<file path="config.mk">
export PLATFORM = sky130hd
export DESIGN_NAME = gamma_frame_gate
export DESIGN_NICKNAME = d
export VERILOG_FILES = /design/src/rtl/gamma_frame_gate.sv
export SDC_FILE = /design/constraint.sdc
export NUM_CORES = 1
export LEC_CHECK = 0
export ABC_AREA = 1
export CAP_MARGIN = 25
export CORE_ASPECT_RATIO = 2
export CORE_MARGIN = 2
export CORE_UTILIZATION = 54
export CTS_CLUSTER_SIZE = 10
export DETAILED_ROUTE_END_ITERATION = 8
export PLACE_DENSITY = 0.95
export SLEW_MARGIN = 20
export SYNTH_ARGS = -nofsm -noshare
export SYNTH_HDL_FRONTEND = slang
export SYNTH_SLANG_ARGS = --single-unit
</file>
<file path="constraint.sdc">
create_clock -name clk -period 3.4 [get_ports clk]
set_clock_uncertainty 0.05 [all_clocks]
set_input_delay 0.68 -clock clk [delete_from_list [all_inputs] [get_ports clk]]
set_output_delay 0.68 -clock clk [all_outputs]
set_load 0.03 [all_outputs]
</file>
<file path="src/rtl/gamma_frame_gate.sv">
// gamma_frame_gate
//   Frame gate for a packed 10-bit RGB AXI4-Stream video input. It
//   truncates each 10-bit channel to 8 bits with no added latency and
//   only forwards frames that begin with a start-of-frame (tuser) beat.
//   Line length and early-SOF errors are detected while a frame is in
//   flight. A frame with a length error is dropped for the rest of its
//   beats. A frame with an early SOF is restarted at the offending beat.
//
// Parameters
//   H_PIX    active pixels per line (beats between tlast)
//   V_LINES  active lines per frame
//
// Ports
//   clk, rstn            clock, asynchronous active-low reset
//   enable               1 = gate frames through, 0 = discard input
//   single               1 = forward one good frame, then go idle
//   clr_err              pulse, clears the sticky error flags
//   s_axis_video_*       32-bit packed 10-bit RGB input stream
//   m_axis_video_*       24-bit 8-bit RGB output stream
//   busy                 FSM is in WAIT_SOF, PASS or DROP
//   frame_done           high on the accepted last beat of a good frame
//   err_len, err_sof     sticky line-length / early-SOF error flags
//   frames_ok/drop       saturating good / dropped frame counters
module gamma_frame_gate #(
    parameter int H_PIX   = 1280,
    parameter int V_LINES = 720
) (
    input  logic        clk,
    input  logic        rstn,
    input  logic        enable,
    input  logic        single,
    input  logic        clr_err,
    input  logic [31:0] s_axis_video_tdata,
    input  logic        s_axis_video_tvalid,
    input  logic        s_axis_video_tuser,
    input  logic        s_axis_video_tlast,
    output logic        s_axis_video_tready,
    output logic [23:0] m_axis_video_tdata,
    output logic        m_axis_video_tvalid,
    output logic        m_axis_video_tuser,
    output logic        m_axis_video_tlast,
    input  logic        m_axis_video_tready,
    output logic        busy,
    output logic        frame_done,
    output logic        err_len,
    output logic        err_sof,
    output logic [15:0] frames_ok,
    output logic [15:0] frames_drop
);

    localparam int XW = $clog2(H_PIX + 1);
    localparam int YW = $clog2(V_LINES + 1);
    localparam logic [XW-1:0] X_LAST = XW'(H_PIX - 1);
    localparam logic [YW-1:0] Y_LAST = YW'(V_LINES - 1);

    typedef enum logic [1:0] {IDLE, WAIT_SOF, PASS, DROP} state_t;

    state_t        state;
    logic [XW-1:0] x;
    logic [YW-1:0] y;
    logic          shot_done;
    logic          hunting;
    logic          beat;
    logic          len_bad;
    logic          sof_bad;
    logic [XW-1:0] start_x;
    logic [YW-1:0] start_y;
    logic          unused_lsbs;

    // Drop the two LSBs of each 10-bit channel.
    assign m_axis_video_tdata = {s_axis_video_tdata[29:22],
                                 s_axis_video_tdata[19:12],
                                 s_axis_video_tdata[9:2]};
    assign unused_lsbs = ^{s_axis_video_tdata[31:30], s_axis_video_tdata[21:20],
                           s_axis_video_tdata[11:10], s_axis_video_tdata[1:0]};

    assign hunting = (state == WAIT_SOF) || (state == DROP);

    // Outside PASS, only an SOF beat seen while hunting is offered downstream.
    // Every other input beat is swallowed with tready held high.
    always_comb begin
        s_axis_video_tready = 1'b1;
        m_axis_video_tvalid = 1'b0;
        if (state == PASS) begin
            m_axis_video_tvalid = s_axis_video_tvalid;
            s_axis_video_tready = m_axis_video_tready;
        end else if (hunting && s_axis_video_tvalid && s_axis_video_tuser) begin
            m_axis_video_tvalid = 1'b1;
            s_axis_video_tready = m_axis_video_tready;
        end
    end

    assign m_axis_video_tuser = m_axis_video_tvalid & s_axis_video_tuser;
    assign m_axis_video_tlast = m_axis_video_tvalid & s_axis_video_tlast;
    assign beat               = s_axis_video_tvalid & s_axis_video_tready;

    assign len_bad = s_axis_video_tlast ? (x != X_LAST) : (x == X_LAST);
    assign sof_bad = s_axis_video_tuser && ((x != '0) || (y != '0));

    // An SOF beat is pixel 0. The next pixel is x=1, unless the beat already
    // closes a one-pixel line.
    always_comb begin
        start_x = XW'(1);
        start_y = '0;
        if (H_PIX == 1 && s_axis_video_tlast) begin
            start_x = '0;
            start_y = YW'(1);
        end
    end

    // frame_done marks the completing handshake itself, so it is decoded
    // from the live beat rather than registered a cycle late. A length error
    // and then an early SOF on the same beat both take precedence over
    // completion.
    assign frame_done = (state == PASS) && beat && !len_bad && !sof_bad &&
                        s_axis_video_tlast && (y == Y_LAST);
    assign busy = (state != IDLE);

    // Main FSM, position counters, sticky errors and frame counters.
    // shot_done keeps a single-shot capture from re-arming while enable and
    // single stay high. It clears once either input is dropped.
    always_ff @(posedge clk or negedge rstn) begin
        if (!rstn) begin
            state       <= IDLE;
            x           <= '0;
            y           <= '0;
            shot_done   <= 1'b0;
            err_len     <= 1'b0;
            err_sof     <= 1'b0;
            frames_ok   <= '0;
            frames_drop <= '0;
        end else begin
            if (clr_err) begin
                err_len <= 1'b0;
                err_sof <= 1'b0;
            end
            if (!enable || !single) begin
                shot_done <= 1'b0;
            end
            case (state)
                IDLE: begin
                    if (enable && !shot_done) begin
                        state <= WAIT_SOF;
                    end
                end
                WAIT_SOF, DROP: begin
                    if (beat && s_axis_video_tuser) begin
                        state <= PASS;
                        x     <= start_x;
                        y     <= start_y;
                    end else if (!enable) begin
                        state <= IDLE;
                    end
                end
                PASS: begin
                    if (beat) begin
                        if (len_bad) begin
                            err_len <= 1'b1;
                            if (frames_drop != 16'hFFFF) frames_drop <= frames_drop + 16'd1;
                            state <= DROP;
                            x     <= '0;
                            y     <= '0;
                        end else if (sof_bad) begin
                            err_sof <= 1'b1;
                            if (frames_drop != 16'hFFFF) frames_drop <= frames_drop + 16'd1;
                            x <= start_x;
                            y <= start_y;
                        end else if (s_axis_video_tlast) begin
                            x <= '0;
                            if (y == Y_LAST) begin
                                y <= '0;
                                if (frames_ok != 16'hFFFF) frames_ok <= frames_ok + 16'd1;
                                if (single) shot_done <= 1'b1;
                                state <= (!enable || single) ? IDLE : WAIT_SOF;
                            end else begin
                                y <= y + YW'(1);
                            end
                        end else begin
                            x <= x + XW'(1);
                        end
                    end
                end
                default: state <= IDLE;
            endcase
        end
    end

endmodule

</file>
==> Word-level counts from Yosys, hierarchy flattened <==
Cells that the tools add are included.
{ "word_totals": {"reg_bits": 58, "in_bits": 41, "out_inout_bits": 64, "elab_cells": 112} }
{ "op_classes": {"addsub": 4, "n_eq_ne": 16, "muxes": 48, "n_bitwise": 5, "n_reduce_logical": 31} }
{ "ops": {"columns": ["op", "n"], "rows": [
  ["$mux W10", 6],
  ["$mux W11", 5],
  ["$mux W16", 3],
  ["$add A16 B1 Y16 const B", 2],
  ["$ne A16 B16 Y1 const B", 2],
  ["$mux W1", 23],
  ["$pmux W11 S2", 1],
  ["$pmux W10 S2", 1],
  ["$mux W2", 8],
  ["$add A11 B1 Y11 const B", 1],
  ["$eq A11 B11 Y1 const B", 1],
  ["$ne A11 B11 Y1 const B", 1],
  ["$reduce_bool A11 Y1", 1],
  ["$add A10 B1 Y10 const B", 1],
  ["$eq A10 B10 Y1 const B", 1],
  ["$logic_and A1 B1 Y1", 10],
  ["$reduce_bool A10 Y1", 1],
  ["$ne A3 B3 Y1 const B", 3],
  ["$reduce_and A7 Y1", 1],
  ["$ne A2 B2 Y1 const B", 3],
  ["$pmux W2 S3", 1],
  ["$reduce_and A3 Y1", 2],
  ["$reduce_and A6 Y1", 1],
  ["$reduce_bool A2 Y1", 3],
  ["other kinds (11)", 22]
]} }

==> Longest topological paths before layout <==
{ "logic_depth": {"ltp_word": 12, "mapped_depth": 13, "ltp_nobuf": 13} }

==> Worst setup path before layout <==
OpenSTA, ideal clock, no wires.
{ "synth_path": {"kind": "register -> output", "start": "reg x[1]", "end": "out frame_done", "arrival_time_ns": 1.816, "required_ns": 2.670, "setup_slack_ns": 0.854, "path_stages_with_launch": 9, "n_path_buf": 0, "path_cell_list": "dfrtp_1 -> ha_1 -> nand3_1 -> nor2_1 -> nand4_1 -> ha_1 -> inv_1 -> nand4_1 -> inv_1"} }
{ "synth_between": {"elab_chain_len": 7, "word_cells_on_any_way": 12, "classes_between": "eq/ne: 2; mux: 1; reduce/logical: 9"} }
{ "synth_lines": {"columns": ["element", "line_no", "source"], "rows": [
  ["start, declared", "59", "logic [XW-1:0] x;"],
  ["start signal, assigned", "149", "x <= start_x;"],
  ["start signal, assigned", "166", "x <= start_x;"],
  ["start signal, assigned", "179", "x <= x + XW'(1);"],
  ["$eq A11 B11 Y1 (tied with other cells)", "97", "assign len_bad = s_axis_video_tlast ? (x != X_LAST) : (x == X_LAST);"],
  ["$mux W1 or $logic_or A1 B1 Y1 (tied branches)", "97, 98", null],
  ["$logic_not A1 Y1 or $logic_and A1 B1 Y1 (tied branches)", "115, 98", null],
  ["$logic_and A1 B1 Y1 or $logic_not A1 Y1 (tied branches)", "115", "assign frame_done = (state == PASS) && beat && !len_bad && !sof_bad &&"],
  ["$logic_and A1 B1 Y1 * (2 in a row)", "115", null],
  ["$logic_and A1 B1 Y1 *", "116", "s_axis_video_tlast && (y == Y_LAST);"],
  ["end, declared", "44", "output logic frame_done,"]
]} }
Every way passes the cells marked *; elsewhere a longest branch is shown, timed or not.

==> Worst setup path in the final report <==
{ "layout_path": {"start": "in s_axis_video_tvalid", "end": "out m_axis_video_tlast"} }
{ "layout_between": {"elab_chain_len": 5} }
{ "layout_lines": {"columns": ["element", "line_no", "source"], "rows": [
  ["start, declared", "34", "input logic s_axis_video_tvalid,"],
  ["$logic_and A1 B1 Y1 (2 in a row)", "87", "end else if (hunting && s_axis_video_tvalid && s_axis_video_tuser) begin"],
  ["$mux W1", "87", null],
  ["$mux W1 *", "84", "if (state == PASS) begin"],
  ["$and A1 B1 Y1 *", "94", "assign m_axis_video_tlast = m_axis_video_tvalid & s_axis_video_tlast;"],
  ["end, declared", "41", "output logic m_axis_video_tlast,"]
]} }
Marked as above.

==> parameters.txt <==
Parameter                              Value

Outcome
  Result of the run ... finished, final reports clean

Yosys
  Share of synthesized area spent on multiplexers ... 0
  Post-synthesis cell area ... 4030 µm²
  Async set-or-reset flop fraction in the synthesized netlist ... 1.00
  Gate Count Post-Synth ... roughly 560
  Most instantiated flip-flop cell in the synthesis netlist ... sky130_fd_sc_hd__dfrtp_1
  Simple-gate portion of the synthesized area ... 0.380
  Sequential cell area fraction in the yosys report ... 0.361
  Count of flip-flops with a built-in enable after synthesis ... 0
  #FFs+latches synth ... 58
  Share of the synthesized area in compound gates (AO/OA/AOI/OAI) ... 0.0482
  Xor/xnor share of the synthesized area ... 0.0740
  Synth unique cells ... 35
  Yosys Warn Count ... 0
  Syn nets ... 603
  Post-synthesis adder-cell area fraction ... 0.0218
  Largest family of logic cells by synthesized area ... simple AND/OR/NAND/NOR gates
  Post-synthesis area per instance ... 7.25 µm²

STA
  Setup repair after global routing missed its margin ... false
  Time the worst path needs with I/O delays and setup ... roughly 3200 ps
  Final hold violation count ... 0
  Final setup TNS ... 0 ps
  Peak Freq ... around 310 MHz
  Worst slew slack as a fraction of its limit ... 0.621
  Transition time at the pin with the least slew margin ... 569 ps
  Final count of negative-setup-slack endpoints ... 0
  Post-route fraction of the period consumed by the critical path ... 0.950
  Final-report max-slew violation count ... 0

Placed design
  Detailed-placement wirelength estimate ... 7100 µm
  Number of I/O port buffers ... 48
  Gpl congestion ... 0.945

Floorplan
  Die H ... 126 µm
  Floorplan row count ... 44
  Starting density of the core ... 0.554
  Die Footprint ... 8200 µm²
  IO Pins ... about 110
  Floorplan die width ... 65.1 µm
  Core footprint ... 7270 µm²

Setup path
  Worst Path Arrival ... ~2500 ps
  Endpoint of the worst register-to-register path ... y[2]
  R2R Path Start ... x[1]
  R2R cell count ... 10
  Worst setup SP type ... input port
  Required time of the critical path ... 2670 ps
  Start-to-end type of the worst setup path ... input port to output port
  Flop-to-flop setup slack ... 840 ps
  Critical Path End Type ... output port
  Maximum fanout along the worst path ... 5

Cells and area
  Ratio of cells with drive above 1 in the final layout ... 0.0765
  Sequential cell area in the final layout ... 1450 µm²
  Commonest cells after routing, fill and taps aside ... 184 x sky130_fd_sc_hd__nand2_1, 59 x sky130_fd_sc_hd__nor2_1, 58 x sky130_fd_sc_hd__dfrtp_1
  Synthesis-to-finish area growth ... 16.2%
  Net count of the finished layout ... between 600 and 700
  Layout filler cell count ... 624
  Leading cell type in the layout, fill and taps excluded ... sky130_fd_sc_hd__nand2_1
  Area used by multi-input combinational logic ... around 2100 µm²
  Number of inserted diodes ... 0

Run
  Max-capacitance violation count ... 0

Global routing
  Vias in the first global route ... around 3800
  Wire length of the first global-routing pass ... ~17000 µm
  Initial antenna violation count ... 0
  All-layer global routing usage ... 0.261
  Largest net degree at the start of global routing ... 45
  Total congestion overflow after global routing ... 0

Power
  Post-route total power ... 2.27 mW
  Maximum ir drop on the vdd rail ... 498 µV
  Leakage power summed over all cells ... 2.22 nW
  P per Cell Area ... a little under 500 nW/µm²

Clocking
  TritonCTS sink count ... 58
  Hold buffer count at CTS ... 0
  Count of instances resized after the clock tree is built ... 0
  Setup fix buffers added after clock tree synthesis ... 0
  TritonCTS clock tree ... built
  Master cell of the clock root buffer ... sky130_fd_sc_hd__clkbuf_16
  Max Buffers Root-to-Sink ... 2
  H-tree depth ... 3
  Clock-pin slew on the worst setup and hold paths ... 50 ps
  Inserted Clock Buffers ... 9
  Clock network latency to the later pin of the worst-skew pair ... 340 ps

Detailed routing
  Average detailed-routed wire length per instance ... roughly 15 µm
  Number of optimization iterations in the first detailed-route pass ... 5
  DRC viols ... 0
  Antenna-violating nets left ... 0
  Initial detailed-routing violation count ... between 300 and 400
  Via total after detailed routing ... 3780
  Wire length reported by the detailed router ... 9890 µm
  Via count normalized by instance count ... between 5 and 6

Worst hold path
  Hold WC Path Type ... input port to async pin
[synth_stat cells (2+ instances only)]
library cell / number / share of area
sky130_fd_sc_hd__nand2_1: 184 / 0.17
sky130_fd_sc_hd__nor2_1: 59 / 0.055
sky130_fd_sc_hd__dfrtp_1: 58 / 0.36
sky130_fd_sc_hd__inv_1: 50 / 0.047
sky130_fd_sc_hd__nand3_1: 32 / 0.040
sky130_fd_sc_hd__nand4_1: 27 / 0.042
sky130_fd_sc_hd__buf_4: 25 / 0.047
sky130_fd_sc_hd__xor2_1: 18 / 0.039
sky130_fd_sc_hd__xnor2_1: 16 / 0.035
sky130_fd_sc_hd__o21ai_1: 11 / 0.014
sky130_fd_sc_hd__a21oi_1: 9 / 0.011
sky130_fd_sc_hd__nor3_1: 9 / 0.011
sky130_fd_sc_hd__o21ai_0: 8 / 0.0099
sky130_fd_sc_hd__ha_1: 7 / 0.022
sky130_fd_sc_hd__buf_2: 6 / 0.0075
sky130_fd_sc_hd__nand2_4: 4 / 0.011
sky130_fd_sc_hd__nor2_4: 4 / 0.011
sky130_fd_sc_hd__buf_6: 3 / 0.0084
sky130_fd_sc_hd__inv_2: 3 / 0.0028
sky130_fd_sc_hd__nand3_2: 3 / 0.0075
sky130_fd_sc_hd__nor2_2: 3 / 0.0047
sky130_fd_sc_hd__nand2_2: 2 / 0.0031
sky130_fd_sc_hd__nand3_4: 2 / 0.0087
[critical path, cell delays in order]
cell and delay (ps):
sky130_fd_sc_hd__clkdlybuf4s50_1 570, sky130_fd_sc_hd__nand2_2 100, sky130_fd_sc_hd__nor2_2 130, sky130_fd_sc_hd__inv_1 60, sky130_fd_sc_hd__nand2_1 80, sky130_fd_sc_hd__inv_1 50, sky130_fd_sc_hd__nor3_1 120, sky130_fd_sc_hd__clkdlybuf4s50_1 690
[per-stage QoR]
step                      setup slack [ps]  hold slack, ps  instances  cell area [µm²]   util
after floorplan                        854             334        555             4030      -
after global placement                 237             435        664             4380  0.602
after detailed placement               194             456        664             4380  0.602
after CTS                              198             469        680             4680  0.643
after global routing                  61.9             358        680             4680  0.644
final                                  170             289        680             4680  0.644
[kinds of logic after synthesis]
family	Yosys count
buffers and inverters	88
XOR/XNOR	34
AND/OR/NAND/NOR	334
adder cells (fa/ha/maj)	7
flip-flops	58
AO/OA/AOI/OAI	34
[how the worst max path moves through the flow]
| stage | slack, ps | end | start |
|---|---|---|---|
| final | 170 | m_axis_video_tlast | s_axis_video_tvalid |
| after global routing | 60 | m_axis_video_tlast | s_axis_video_tvalid |
| after CTS | 200 | m_axis_video_tlast | s_axis_video_tvalid |
| after detailed placement | 190 | m_axis_video_tlast | s_axis_video_tvalid |
| after global placement | 240 | m_axis_video_tlast | s_axis_video_tvalid |
| after floorplan | 850 | frame_done | x[1] |
[power breakdown]
group | leakage, nW | total, mW | switching [mW] | internal [mW]
Clock | 0.147 | 0.911 | 0.306 | 0.605
Sequential | 0.802 | 0.807 | 0.0626 | 0.744
Combinational | 1.28 | 0.554 | 0.368 | 0.185
[final cells by class]
type,instances,share of cell area
tap,92,0.0246
timing repair buffer,52,0.108
clock inverter,2,0.00749
clock buffer,14,0.0564
multi-input combinational,409,0.451
sequential,58,0.310
inverter,53,0.0425
[per-layer routing]
metal  up-vias  share of wire  global-route usage
met5         -              0                   0
met2       150           0.56               0.470
met1      1776           0.35               0.266
met4         0          0.049               0.169
li1       1803              -                   -
met3        51          0.048              0.0491
[registers in the layout, indices dropped and copies added, names as in the netlist]
signal,count
frames_drop,16
frames_ok,16
x,11
y,10
state,2
err_len,1
err_sof,1
shot_done,1
Power figures use the tool's default switching activity.
